`config.mk`:
```
export PLATFORM = sky130hd
export DESIGN_NAME = quad_step_decoder
export DESIGN_NICKNAME = d
export VERILOG_FILES = /design/src/rtl/qdec_pkg.sv /design/src/rtl/qdec_chan_filter.sv /design/src/rtl/quad_step_decoder.sv
export SDC_FILE = /design/constraint.sdc
export NUM_CORES = 1
export LEC_CHECK = 0
export CAP_MARGIN = 20
export CORE_UTILIZATION = 40
export DETAILED_ROUTE_END_ITERATION = 12
export PLACE_DENSITY = 0.65
export RECOVER_POWER = 25
export SLEW_MARGIN = 40
export SYNTH_ARGS = -nofsm -noshare
export SYNTH_HDL_FRONTEND = slang
export SYNTH_SLANG_ARGS = --single-unit
```
`constraint.sdc`:
```
create_clock -name clk -period 4.9 [get_ports clk]
set_clock_uncertainty 0.15 [all_clocks]
set_input_delay 1.47 -clock clk [delete_from_list [all_inputs] [get_ports clk]]
set_output_delay 1.47 -clock clk [all_outputs]
set_load 0.01 [all_outputs]
```
`src/rtl/qdec_pkg.sv`:
```
// -----------------------------------------------------------------------------
// qdec_pkg
//   Shared types and helpers for the quadrature step decoder.
//   - qdec_state_t : decoder FSM states (INIT plus one state per phase code)
//   - DIR_UP/DIR_DN: direction output encodings
//   - phase_to_state / fwd_next : map a 2-bit phase {a,b} onto the Gray-code
//     cycle P00 -> P01 -> P11 -> P10 -> P00 (forward rotation)
// -----------------------------------------------------------------------------
package qdec_pkg;

    typedef enum logic [2:0] {
        INIT = 3'd0,
        P00  = 3'd1,
        P01  = 3'd2,
        P11  = 3'd3,
        P10  = 3'd4
    } qdec_state_t;

    localparam logic DIR_UP = 1'b1;
    localparam logic DIR_DN = 1'b0;

    function automatic qdec_state_t phase_to_state(input logic [1:0] p);
        case (p)
            2'b00:   return P00;
            2'b01:   return P01;
            2'b11:   return P11;
            default: return P10;
        endcase
    endfunction

    // Successor of a phase state in the forward rotation sense.
    function automatic qdec_state_t fwd_next(input qdec_state_t s);
        case (s)
            P00:     return P01;
            P01:     return P11;
            P11:     return P10;
            P10:     return P00;
            default: return INIT;
        endcase
    endfunction

endpackage

```
`src/rtl/qdec_chan_filter.sv`:
```
// -----------------------------------------------------------------------------
// qdec_chan_filter
//   One phase channel: SYNC_STAGES-deep synchronizer for an asynchronous pin,
//   optionally followed by a glitch filter (build with QDEC_FILTER_EN defined).
//   With the filter, the output only follows the synchronized input after it
//   has shown the new value for FILTER_LEN consecutive cycles.
// Ports
//   clk    in  rising-edge clock
//   rst    in  async reset, active-high (clears sync chain and filter)
//   raw    in  asynchronous phase pin
//   bypass in  load the filter output straight from the synchronizer
//              (used while the decoder is priming after reset)
//   filt   out synchronized (and filtered) phase bit
// -----------------------------------------------------------------------------
module qdec_chan_filter
    import qdec_pkg::*;
#(
    parameter int SYNC_STAGES = 2,
    parameter int FILTER_LEN  = 4
) (
    input  logic clk,
    input  logic rst,
    input  logic raw,
    input  logic bypass,
    output logic filt
);

    logic [SYNC_STAGES-1:0] sync_q;
    logic                   sync_out;

    always_ff @(posedge clk or posedge rst) begin
        if (rst) begin
            sync_q <= '0;
        end else begin
            sync_q <= {sync_q[SYNC_STAGES-2:0], raw};
        end
    end

    assign sync_out = sync_q[SYNC_STAGES-1];

`ifdef QDEC_FILTER_EN
    localparam int CNT_W = (FILTER_LEN < 2) ? 1 : $clog2(FILTER_LEN + 1);

    logic [CNT_W-1:0] stable_cnt;
    logic             filt_q;

    // stable_cnt counts consecutive cycles where the synchronized bit differs
    // from the filtered bit; any return to the old value restarts the count.
    always_ff @(posedge clk or posedge rst) begin
        if (rst) begin
            stable_cnt <= '0;
            filt_q     <= 1'b0;
        end else if (bypass) begin
            stable_cnt <= '0;
            filt_q     <= sync_out;
        end else if (sync_out == filt_q) begin
            stable_cnt <= '0;
        end else if (stable_cnt == CNT_W'(FILTER_LEN - 1)) begin
            stable_cnt <= '0;
            filt_q     <= sync_out;
        end else begin
            stable_cnt <= stable_cnt + 1'b1;
        end
    end

    assign filt = filt_q;
`else
    localparam int unused_filter_len = FILTER_LEN;
    logic unused_bypass;
    assign unused_bypass = bypass;
    assign filt          = sync_out;
`endif

endmodule

```
`src/rtl/quad_step_decoder.sv`:
```
// -----------------------------------------------------------------------------
// quad_step_decoder
//   Quadrature front end for counterUpDown. Synchronizes (and, with
//   QDEC_FILTER_EN defined, glitch-filters) the two phase pins, then tracks
//   the Gray-code phase with an FSM: one enable strobe per legal edge, with
//   direction giving the rotation sense. Double-bit jumps set a sticky error
//   flag and bump a saturating counter.
// Parameters
//   SYNC_STAGES  synchronizer depth per phase (>= 2)
//   FILTER_LEN   stable cycles needed by the glitch filter (QDEC_FILTER_EN)
//   ERR_CNT_W    width of the illegal-transition counter
// Ports
//   clk        in   rising-edge clock
//   rst        in   async reset, active-high
//   qa, qb     in   asynchronous phase A / phase B
//   clear_err  in   sync clear of error and err_cnt (a same-cycle jump wins)
//   enable     out  one-cycle step strobe
//   direction  out  1 = up (forward order), 0 = down; held between steps
//   error      out  sticky illegal-transition flag
//   err_cnt    out  saturating illegal-transition count
// -----------------------------------------------------------------------------
module quad_step_decoder
    import qdec_pkg::*;
#(
    parameter int SYNC_STAGES = 2,
    parameter int FILTER_LEN  = 4,
    parameter int ERR_CNT_W   = 4
) (
    input  logic                 clk,
    input  logic                 rst,
    input  logic                 qa,
    input  logic                 qb,
    input  logic                 clear_err,
    output logic                 enable,
    output logic                 direction,
    output logic                 error,
    output logic [ERR_CNT_W-1:0] err_cnt
);

    // The synchronizer flops come out of reset at 0, so the phase seen by the
    // FSM is only meaningful once the pin values have shifted through. INIT
    // waits that many cycles before loading the phase, otherwise a reset taken
    // at phase 11 would look like a 00->11 jump right after release. With the
    // filter present it is bypassed during INIT and needs one extra cycle.
`ifdef QDEC_FILTER_EN
    localparam int PRIME = SYNC_STAGES + 1;
`else
    localparam int PRIME = SYNC_STAGES;
`endif
    localparam int PRIME_W = $clog2(PRIME + 1);

    logic        qa_f, qb_f;
    logic [1:0]  p;
    logic        priming;

    qdec_state_t          state_q, state_d;
    qdec_state_t          p_state;
    logic [PRIME_W-1:0]   prime_q, prime_d;
    logic                 enable_q, enable_d;
    logic                 dir_q, dir_d;
    logic                 error_q, error_d;
    logic [ERR_CNT_W-1:0] err_cnt_q, err_cnt_d;
    logic                 illegal;

    assign priming = (state_q == INIT);

    qdec_chan_filter #(
        .SYNC_STAGES (SYNC_STAGES),
        .FILTER_LEN  (FILTER_LEN)
    ) u_chan_a (
        .clk    (clk),
        .rst    (rst),
        .raw    (qa),
        .bypass (priming),
        .filt   (qa_f)
    );

    qdec_chan_filter #(
        .SYNC_STAGES (SYNC_STAGES),
        .FILTER_LEN  (FILTER_LEN)
    ) u_chan_b (
        .clk    (clk),
        .rst    (rst),
        .raw    (qb),
        .bypass (priming),
        .filt   (qb_f)
    );

    assign p       = {qa_f, qb_f};
    assign p_state = phase_to_state(p);

    always_ff @(posedge clk or posedge rst) begin
        if (rst) begin
            state_q   <= INIT;
            prime_q   <= '0;
            enable_q  <= 1'b0;
            dir_q     <= 1'b0;
            error_q   <= 1'b0;
            err_cnt_q <= '0;
        end else begin
            state_q   <= state_d;
            prime_q   <= prime_d;
            enable_q  <= enable_d;
            dir_q     <= dir_d;
            error_q   <= error_d;
            err_cnt_q <= err_cnt_d;
        end
    end

    always_comb begin
        state_d   = state_q;
        prime_d   = prime_q;
        enable_d  = 1'b0;
        dir_d     = dir_q;
        error_d   = error_q;
        err_cnt_d = err_cnt_q;
        illegal   = 1'b0;

        case (state_q)
            INIT: begin
                if (prime_q == PRIME_W'(PRIME)) begin
                    state_d = p_state;
                end else begin
                    prime_d = prime_q + 1'b1;
                end
            end
            default: begin
                if (p_state != state_q) begin
                    if (p_state == fwd_next(state_q)) begin
                        enable_d = 1'b1;
                        dir_d    = DIR_UP;
                    end else if (state_q == fwd_next(p_state)) begin
                        enable_d = 1'b1;
                        dir_d    = DIR_DN;
                    end else begin
                        illegal = 1'b1;
                    end
                    // An illegal jump also resyncs to the new phase.
                    state_d = p_state;
                end
            end
        endcase

        // Clear first, then count: a jump in the same cycle leaves error=1,
        // err_cnt=1.
        if (clear_err) begin
            error_d   = 1'b0;
            err_cnt_d = '0;
        end
        if (illegal) begin
            error_d = 1'b1;
            if (err_cnt_d != '1) begin
                err_cnt_d = err_cnt_d + 1'b1;
            end
        end
    end

    assign enable    = enable_q;
    assign direction = dir_q;
    assign error     = error_q;
    assign err_cnt   = err_cnt_q;

endmodule
```
==> flow_metrics.tcl <==
set metrics [dict create \
    outcome "finished, final reports clean" \
    start_util_pct 42.02 \
    dp_cells 130 \
    cp-end-kind "register" \
    place_congestion 0.8038 \
    setup_viol 0 \
    numPortBuffers 11 \
    wl_per_cell_um 13.02 \
    rows 18 \
    cts_resized 0 \
    cpMaxStageDelayCell "clkdlybuf4s50_1" \
    diodes 0 \
    drive_above_1_share_pct 18.27 \
    rsz0062_at_grt "no" \
    slowest_delay_ns 0.47 \
    drtAntennaViolNets 0 \
    cts_hold_buf 0 \
    netlist_area_mm2 0.001041 \
    die_area_mm2 0.002811 \
    cts_tree "yes" \
    synthCells 93 \
    critPathLaunchType "input pin" \
    via_per_inst 5.179 \
    drt_iter0_drc 9 \
    path_clk_slew_ns 0.09 \
    hold_depth 0 \
    core-area_mm2 0.002477 \
    grt_max_degree 17 \
    power_leakage_nw 0.5307 \
    finalSetupTns_ns 0 \
    htree_levels 1 \
    min_to "u_chan_a.sync_q[1]" \
    crit_required_ns 4.92 \
    regToRegSetupSlack_ns 2.38 \
    r2r_end "err_cnt[1]" \
    path_class "in2reg" \
    post-dp-hpwl_mm 1.335 \
    max_freq_mhz 334.5 \
    hold_path_class "reg2reg" \
    grt_use_total_pct 13.92 \
    seq_area_frac_synth_pct 38.46 \
    final_nets 116 \
    cts_setup_buffers 0 \
    r2r-start "u_chan_b.sync_q[1]" \
    final-max-slew-violation-count 0 \
    nFillCells 245 \
    path_buf_inv 1 \
    grt-ovfl-total 0 \
    power_density_mw_per_mm2 518.5 \
    cts_root_buffer "clkbuf_4" \
    drt-total-wl_mm 1.745 \
    clock_path_buffers 2 \
    relSlewSlack_pct 59.58 \
    insertion_delay_ns 0.28 \
    period_needed_ns 2.989 \
    synth_area_per_cell_um2 11.19 \
    crit_family "buffers and inverters" \
    cp_cell_sequence "clkdlybuf4s50_1 > nor2b_1 > ha_1 > nand2_1 > o211ai_4 > mux2_4" \
    hp-start "u_chan_a.sync_q[0]" \
    hold_viol 0 \
    syn_nets 104 \
    cts_buffers 3 \
    vdd_drop_max_mv 0.3032 \
    clock_sinks 16 \
    fp.dieH_um 53.02 \
    grt_pass1_vias 639 \
    drc 0 \
    first_pass_iters 4 \
    via_count 694 \
    worstMarginPinSlew_ns 0.6057 \
    ys_seq_elements 16 \
    final_cells 134 \
    ys_types 42 \
    grt_first_pass_wirelength_mm 2.856 \
    antenna_found_initial 0 \
    areaGrowthSynthToFinish_pct 13.46 \
    yosysWarnings 0 \
    maxCapViolCount 0 \
    die_w_um 53.02 \
    finalCritPeriodShare_pct 61.01 \
    r2r_cells 8 \
    ios 12 \
    critPathMaxFanout 5 \
    cp.arrival_ns 3.01 \
]
==> metal layers <==
metal / part of all wire (%) / routed length (um) / vias to the layer above / track usage [%]
li1: - / - / 347 / -
met1: 48 / 841 / 323 / 19.58
met2: 47 / 815 / 18 / 20.89
met3: 3.7 / 64 / 6 / 2.011
met4: 1.3 / 23 / 0 / 6.140
met5: 0 / 0 / - / 0
==> Yosys cell counts (all sizes together) <==
| library cell | instances | area share, % |
|---|---|---|
| dfrtp | 16 | 38 |
| inv | 9 | 3.2 |
| ha | 6 | 7.2 |
| nor2 | 6 | 3.7 |
| xnor2 | 6 | 5.0 |
| nor3 | 5 | 3.4 |
| o21ai | 4 | 1.9 |
| buf | 3 | 2.9 |
| mux2i | 3 | 2.9 |
| nor2b | 3 | 1.8 |
| a21oi | 2 | 1.3 |
| a31oi | 2 | 1.2 |
| mux2 | 2 | 2.9 |
| nand2 | 2 | 0.72 |
| o211ai | 2 | 2.8 |
| o31ai | 2 | 2.8 |
| xor2 | 2 | 1.7 |
| a2111oi | 1 | 1.4 |
| a211oi | 1 | 0.72 |
| a21boi | 1 | 0.72 |
| a32oi | 1 | 0.84 |
| and2 | 1 | 0.84 |
| and2b | 1 | 0.96 |
| and3 | 1 | 0.60 |
| and4b | 1 | 0.96 |
| clkbuf | 1 | 1.3 |
| nand2b | 1 | 0.60 |
| nand3 | 1 | 0.48 |
| nor4 | 1 | 0.60 |
| o21a | 1 | 0.72 |
| o22ai | 1 | 1.2 |
| o31a | 1 | 1.7 |
| o32ai | 1 | 0.84 |
| or2b | 1 | 0.84 |
| or3 | 1 | 0.72 |
==> worst max-delay path by stage <==
stage                         start         end  slack, ns  cells after the start
after floorplan           clear_err  err_cnt[1]       2.23                      5
after global placement    clear_err  err_cnt[1]       1.70                      6
after detailed placement  clear_err  err_cnt[1]       1.62                      6
after CTS                 clear_err  err_cnt[1]       1.92                      6
after global routing      clear_err  err_cnt[1]       1.85                      6
final                     clear_err  err_cnt[1]       1.91                      6
==> worst register-to-register path, delay by kind of cell, from the launching register on <==
kind	cells	cell delay (ns)
mux	1	0.32
compound gates	4	0.79
buf+inv	1	0.12
simple gates	1	0.22
flops	1	0.48
fa+ha+maj	1	0.31
==> where the power goes <==
group	switching (mW)	internal [mW]	leakage [nW]
clock network	0.0402	0.0452	0.0210
logic	0.157	0.163	0.314
registers	0.0443	0.163	0.196
==> stage by stage <==
| step | instance area [um^2] | utilization (%) | hold WS (ns) | setup WS (ns) | total power, mW |
|---|---|---|---|---|---|
| 2_1_floorplan | 1041 | - | 0.1812 | 2.231 | 0.4735 |
| 3_3_place_gp | 1145 | 46.21 | 0.1834 | 1.698 | 0.5268 |
| 3_5_place_dp | 1145 | 46.21 | 0.1847 | 1.617 | 0.5317 |
| 4_1_cts | 1181 | 47.68 | 0.2063 | 1.920 | 0.6184 |
| 5_1_grt | 1181 | 47.68 | 0.2195 | 1.854 | 0.6574 |
| 6_report | 1181 | 47.68 | 0.2053 | 1.911 | 0.6124 |
==> registers in the layout, indices dropped and copies added (netlist names) <==
register	flops
err_cnt	4
state_q	3
prime_q	2
u_chan_a.sync_q	2
u_chan_b.sync_q	2
direction	1
enable	1
error	1
==> area by class of cell <==
class / count / area (um^2) / area share, %
Sequential cell: 16 / 400.4 / 33.90
Clock buffer: 4 / 36.28 / 3.072
Multi-Input combinational cell: 64 / 563.0 / 47.67
Inverter: 9 / 33.78 / 2.860
Timing Repair Buffer: 11 / 110.1 / 9.322
Tap cell: 30 / 37.54 / 3.178
==> cell usage in the layout, fill, tap and decap left out, drive strengths merged, types with 2 or more instances in the layout <==
cell	Yosys	routed
o211ai	2	2
mux2i	3	3
mux2	2	2
dlygate4sd3	0	3
ha	6	6
inv	9	9
a21oi	2	2
xor2	2	2
nor2	6	6
nor3	5	5
a31oi	2	2
dfrtp	16	16
xnor2	6	6
o21ai	4	4
o31ai	2	2
clkbuf	1	4
nand2	2	2
nor2b	3	3
clkdlybuf4s50	0	8
==> cell families after synthesis <==
family | after synthesis | share of synthesized area, %
simple gates | 25 | 16.23
compound gates | 20 | 18.15
flops | 16 | 38.46
buf+inv | 13 | 7.452
xor+xnor | 8 | 6.731
fa+ha+maj | 6 | 7.211
mux | 5 | 5.769
No activity file was read; power rests on OpenSTA's default activity.
